$ cat config.mk
export PLATFORM = sky130hd
export DESIGN_NAME = pipe_stage_reg
export DESIGN_NICKNAME = d
export VERILOG_FILES = /design/src/rtl/pipe_stage_reg.sv
export SDC_FILE = /design/constraint.sdc
export NUM_CORES = 1
export LEC_CHECK = 0
export BUFFER_PORTS_ARGS = -buffer_cell sky130_fd_sc_hd__clkbuf_2
export CORE_MARGIN = 2
export CORE_UTILIZATION = 55
export DETAILED_ROUTE_END_ITERATION = 12
export GPL_TIMING_DRIVEN = 0
export PLACE_DENSITY = 0.93
export SLEW_MARGIN = 10
export SYNTH_ARGS = -nofsm -noshare
export SYNTH_HDL_FRONTEND = slang
export SYNTH_SLANG_ARGS = --single-unit
$ cat constraint.sdc
create_clock -name clock -period 3.9 [get_ports clock]
set_input_delay 0.39 -clock clock [delete_from_list [all_inputs] [get_ports clock]]
set_output_delay 0.39 -clock clock [all_outputs]
set_load 0.05 [all_outputs]
$ cat src/rtl/pipe_stage_reg.sv
// Pipeline stage register (data + ctrl, valid/ready) with optional 2-entry skid; 1-cycle latency.
// Backpressure: out_ready=0 holds the head; SKID=1 registers in_ready, SKID=0 passes out_ready through.
module pipe_stage_reg #(
    parameter int DATA_W = 64,
    parameter int CTRL_W = 16,
    parameter int SKID   = 1,
    parameter int CNT_W  = 16
) (
    input  logic              clock,
    input  logic              reset_n,
    input  logic              flush,
    input  logic              in_valid,
    output logic              in_ready,
    input  logic [DATA_W-1:0] in_data,
    input  logic [CTRL_W-1:0] in_ctrl,
    output logic              out_valid,
    input  logic              out_ready,
    output logic [DATA_W-1:0] out_data,
    output logic [CTRL_W-1:0] out_ctrl,
    output logic [1:0]        occupancy,
    output logic [CNT_W-1:0]  stall_cnt
);

    localparam bit HAS_SKID = (SKID != 0);

    typedef enum logic [1:0] {
        EMPTY = 2'd0,
        ONE   = 2'd1,
        FULL  = 2'd2
    } state_t;

    state_t            state;
    state_t            state_nxt;
    logic [DATA_W-1:0] main_data;
    logic [CTRL_W-1:0] main_ctrl;
    logic [DATA_W-1:0] skid_data;
    logic [CTRL_W-1:0] skid_ctrl;
    logic              in_ready_q;
    logic              accept;
    logic              emit;
    logic              main_ld_in;
    logic              main_ld_skid;
    logic              skid_ld;

    assign out_valid = (state != EMPTY);
    assign out_data  = main_data;
    assign out_ctrl  = out_valid ? main_ctrl : '0;
    assign occupancy = state;

    // in_ready_q is 0 in reset for both variants, so nothing is taken before the first edge.
    assign in_ready = HAS_SKID ? in_ready_q
                               : (in_ready_q && (out_ready || state == EMPTY));

    assign accept = in_valid && in_ready;
    assign emit   = out_valid && out_ready;

    always_comb begin
        state_nxt    = state;
        main_ld_in   = 1'b0;
        main_ld_skid = 1'b0;
        skid_ld      = 1'b0;
        case (state)
            EMPTY: begin
                if (accept) begin
                    state_nxt  = ONE;
                    main_ld_in = 1'b1;
                end
            end
            ONE: begin
                if (accept && emit) begin
                    main_ld_in = 1'b1;
                end else if (accept && HAS_SKID) begin
                    state_nxt = FULL;
                    skid_ld   = 1'b1;
                end else if (emit) begin
                    state_nxt = EMPTY;
                end
            end
            FULL: begin
                if (emit) begin
                    state_nxt    = ONE;
                    main_ld_skid = 1'b1;
                end
            end
            default: state_nxt = EMPTY;
        endcase
        // Flush kills held entries and any same-cycle accept; payload regs keep stale values.
        if (flush) begin
            state_nxt    = EMPTY;
            main_ld_in   = 1'b0;
            main_ld_skid = 1'b0;
            skid_ld      = 1'b0;
        end
    end

    always_ff @(posedge clock or negedge reset_n) begin
        if (!reset_n) begin
            state      <= EMPTY;
            in_ready_q <= 1'b0;
            main_data  <= '0;
            main_ctrl  <= '0;
            skid_data  <= '0;
            skid_ctrl  <= '0;
        end else begin
            state      <= state_nxt;
            in_ready_q <= (state_nxt != FULL);
            if (main_ld_in) begin
                main_data <= in_data;
                main_ctrl <= in_ctrl;
            end else if (main_ld_skid) begin
                main_data <= skid_data;
                main_ctrl <= skid_ctrl;
            end
            if (skid_ld) begin
                skid_data <= in_data;
                skid_ctrl <= in_ctrl;
            end
        end
    end

    always_ff @(posedge clock or negedge reset_n) begin
        if (!reset_n) begin
            stall_cnt <= '0;
        end else if (out_valid && !out_ready && (stall_cnt != {CNT_W{1'b1}})) begin
            stall_cnt <= stall_cnt + CNT_W'(1);
        end
    end

endmodule
Word-level counts from Yosys, hierarchy flattened. Index checks and enable logic that the tools add are counted.

Equal/unequal tests: 4. Add/sub/neg operators: 1. Mux-type cells: 22. Reduce and logical (&&, ||, !) cells: 9.

Operators by type and width (number): two-way mux 64 bit (2); two-way mux 16 bit (3); adder 16 x 1 -> 16 bit (second input constant) (1); inequality test 16 bit (second input constant) (1); two-way mux 2 bit (6); two-way mux 1 bit (9); case mux 2 bit (3 select lines) (1); logical AND 1 bit (5); nonzero test 2 bit (2); == test 2 x 1 -> 1 bit (second input constant) (1); == test 2 bit (second input constant) (1); zero test 2 bit (1); inequality test 2 bit (second input constant) (1); case mux 1 bit (2 select lines) (1); zero test 1 bit (1).

Bits in registers: 179. Bits of input ports: 85. Logic and storage cells: 43.

Longest topological paths before layout.
Word-level depth: 8. Depth in mapped cells: 7. Mapped depth without buffers: 5.

Least setup slack after synthesis. OpenSTA, ideal clock, no wires.

Kind: register to output. From: reg state[1], in the netlist occupancy[1]. To: out out_ctrl[10]. Path buffers: 2. Setup slack: 1637 ps. Cell stages (with the launch flop): 5. Data arrival time: 1873 ps. Cell sequence: dfrtp_1 -> buf_6 -> nor2_1 -> clkbuf_1 -> nor2b_1.

Longest elaborated chain between the ends: 2.

RTL lines: start: declaration (RTL line 32) `state_t state;`; start signal: assignment (RTL line 105) `state <= state_nxt;`; nonzero test 2 bit (RTL line 45) `assign out_valid = (state != EMPTY);`; two-way mux 16 bit (RTL line 47) `assign out_ctrl = out_valid ? main_ctrl : '0;`; end: declaration (RTL line 19) `output logic [CTRL_W-1:0] out_ctrl,`.

No other way between the ends.

Worst setup path in the final report.
From: reg state[1], in the netlist occupancy[1]. To: out out_ctrl[8].

Same word-level chain as after synthesis.

==> run metrics <==
worst path required time between 3 and 4 ns; number of nets in the layout 918; HP Start flush; final wirelength around 17 mm; Post-DP HPWL 12.2 mm; Worst VDD drop 383 uV; full die area 0.0150 sq mm; Slew HR roughly 49%; Rows 43; count of pins over their slew limit 0; largest net degree at the start of global routing 75; Internal Power around 3800 uW; H-tree levels 4; syn_area_per_cell between 10 and 15 sq um; CP Capture Type output port; number of antenna violations at the first check in global routing 0; RSZ-0062 raised after global routing false; hold slack final about 0.19 ns; crit path from occupancy[1]; CP Data Arrival Time ~2.4 ns; Mapped Cells 626; gp weighted congestion ~0.8; CTS Buf Count 17; Worst-path clk slew ~0.070 ns; worst slack, placed roughly 1.5 ns; Clock Tree Root clkbuf_16; Synth area leader dfrtp_1; Setup Viol. Count Final 0; Synth Warn # 0; minimum clock period between 2 and 3 ns; IO Count 185; max-cap violations 0; synth top area cells dfrtp_1, mux2_2, mux2i_1; Final Hold Viols 0; Synth Register Bits about 180; Worst Hold Class in -> reg; # DRC 0; Starting Density 55.9%; register area share after synthesis 58.0%; share of cells above drive strength 1 between 30 and 40%; vias per cell 5.42; worst r2r src occupancy[1]; Clock power frac between 20 and 30%; Yosys top cell area share around 58%; DR pass1 iterations 4; Layout Cells excl Fill just over 1,000; Final Cycle Share a little over 70%; vias in the first global route about 5,700; placed insts slightly below 1,000; Max clock buf depth 2; smallest setup slack after layout about 1.1 ns; switching share of power about a third; clk sink count approximately 180; Worst Path Max Fanout 10; CTS tree done; status finished, final reports clean; worst slew pin tran ~0.77 ns; Reg power frac between 40% and 50%; Clock Skew slightly above 0.008 ns; Layout area overhead 23.3%; first-pass GRT wire length approximately 28 mm; core box area between 0.01 and 0.015 sq mm; antenna-violating nets left 0; die extent in y ~120 um; initial DRC count about 330; via count roughly 5,600; Comb power frac 27.8%; Filler cells 1,000; Post-Syn Area 0.00773 sq mm; Antenna diodes 0; Port Buffer Count about 180; Post-CTS Setup Repair Bufs 0; PwrDens 620 mW/mm^2; routed length per placed instance roughly 17 um; Startpoint Class flip-flop; Psw 2060 uW; Mapped Nets around 700; grt total ovfl 0; CP Class reg -> out; Die Wd ~120 um; P_leak around 0.0044 uW; gr usage total ~24%; clk_lat worst skew 0.42 ns; Synth cell types 31; Peak Freq roughly 360 MHz
==> power by group through the flow <==
stage                     Clock [uW]  Sequential [uW]  Combinational (uW)
final                           1670             2600                1640
after global routing            1790             2650                1750
after CTS                       1700             2590                1650
after detailed placement           0             2620                1650
after global placement             0             2590                1590
after floorplan                    0             3150                 633
==> sequential cells by signal, indices dropped and copies added, names as in the netlist <==
signal / cells
stall_cnt: 16
skid_data: 64
occupancy: 2
main_ctrl: 16
in_ready: 1
skid_ctrl: 16
out_data: 64
==> timing repair <==
item,CTS,global route
hold endpoints to repair,50,0
gates resized for setup,0,0
hold buffers,1,0
setup endpoints to repair,0,0
==> cell type report <==
cell class                      count  area [sq um]  share of cell area, %
Clock inverter                     10           106                   1.12
Inverter                            1          3.75                 0.0394
Tap cell                          180           225                   2.36
Timing Repair Buffer              187           995                   10.4
Multi-Input combinational cell    407          2970                   31.2
Sequential cell                   179          4480                   47.0
Buffer                             39           270                   2.84
Clock buffer                       22           474                   4.98
==> kinds of logic (layout without fill, tap and decap cells) <==
family / after synthesis / in the layout / share of synthesized area [%]
and+or+nand+nor: 144 / 144 / 8.61
adders and majority gates: 1 / 1 / 0.162
xor gates and xnor gates: 14 / 14 / 1.59
DFF: 179 / 179 / 58.0
muxes: 163 / 163 / 22.4
AOI/OAI and AO/OA: 85 / 85 / 5.68
buffers and inverters: 40 / 259 / 3.55
==> placed cells by master, fill, tap and decap left out, types with 2 or more instances in the layout <==
master / count
clkbuf_2: 183
dfrtp_1: 179
nor2_1: 86
mux2_2: 82
mux2i_1: 81
a21oi_1: 80
buf_2: 18
nor2b_1: 17
clkbuf_16: 17
buf_6: 13
xor2_1: 11
nand2_1: 10
clkbuf_1: 9
nor3_1: 7
nor4_1: 6
clkinv_2: 6
nand3_1: 5
nand4_1: 4
clkbuf_8: 4
xnor2_1: 3
o21a_1: 2
or4_4: 2
bufinv_16: 2
buf_16: 2
==> through the flow <==
| stage | cell area, sq um | utilization (%) | TNS, ns | total power, uW |
|---|---|---|---|---|
| CTS | 9530 | 68.9 | 0 | 5940 |
| global placement | 8870 | 64.2 | -140.24 | 4190 |
| detailed placement | 8940 | 64.6 | 0 | 4270 |
| floorplan | 7730 | - | 0 | 3790 |
| finish | 9530 | 68.9 | 0 | 5900 |
| global route | 9530 | 68.9 | 0 | 6190 |
==> final timing paths <==
path / endpoint / slack, ns / depth (start not counted)
min reg2reg: stall_cnt[15] / 0.50 / 1
min: occupancy[0] / 0.19 / 2
max reg2reg: stall_cnt[1] / 1.95 / 6
max in group asynchronous: out_data[23] / 2.68 / 3
min in group asynchronous: skid_ctrl[3] / 0.49 / 2
max: out_ctrl[8] / 1.10 / 5
==> Yosys cell counts <==
library cell and number:
a21oi_1 80, and3_1 1, buf_2 18, buf_4 1, buf_6 13, clkbuf_1 7, dfrtp_1 179, ha_1 1
inv_1 1, mux2_2 82, mux2i_1 81, nand2_1 10, nand3_1 5, nand3b_1 1, nand4_1 4, nand4b_1 1
nand4bb_1 1, nor2_1 86, nor2b_1 17, nor3_1 7, nor3b_1 1, nor4_1 6, o21a_1 2, o21ai_0 1
o21ba_2 1, o22a_1 1, or2_0 1, or2_2 1, or4_4 2, xnor2_1 3, xor2_1 11
==> worst max-delay path, stage by stage, from the launching register on <==
cell,delay [ns]
dfrtp_1,0.39
buf_6,0.14
nor2_1,0.60
clkbuf_1,0.49
nor2b_1,0.11
clkbuf_2,0.26
==> per-layer routing <==
metal  vias up  GRT usage (%)  routed length (um)
li1       2590              -                   -
met1      2765           30.3                7020
met2       167           40.7                9020
met3        31           6.23                 931
met4         0           10.1                 490
met5         -              0                   0
Note: power is estimated with default switching activity, not from simulation.
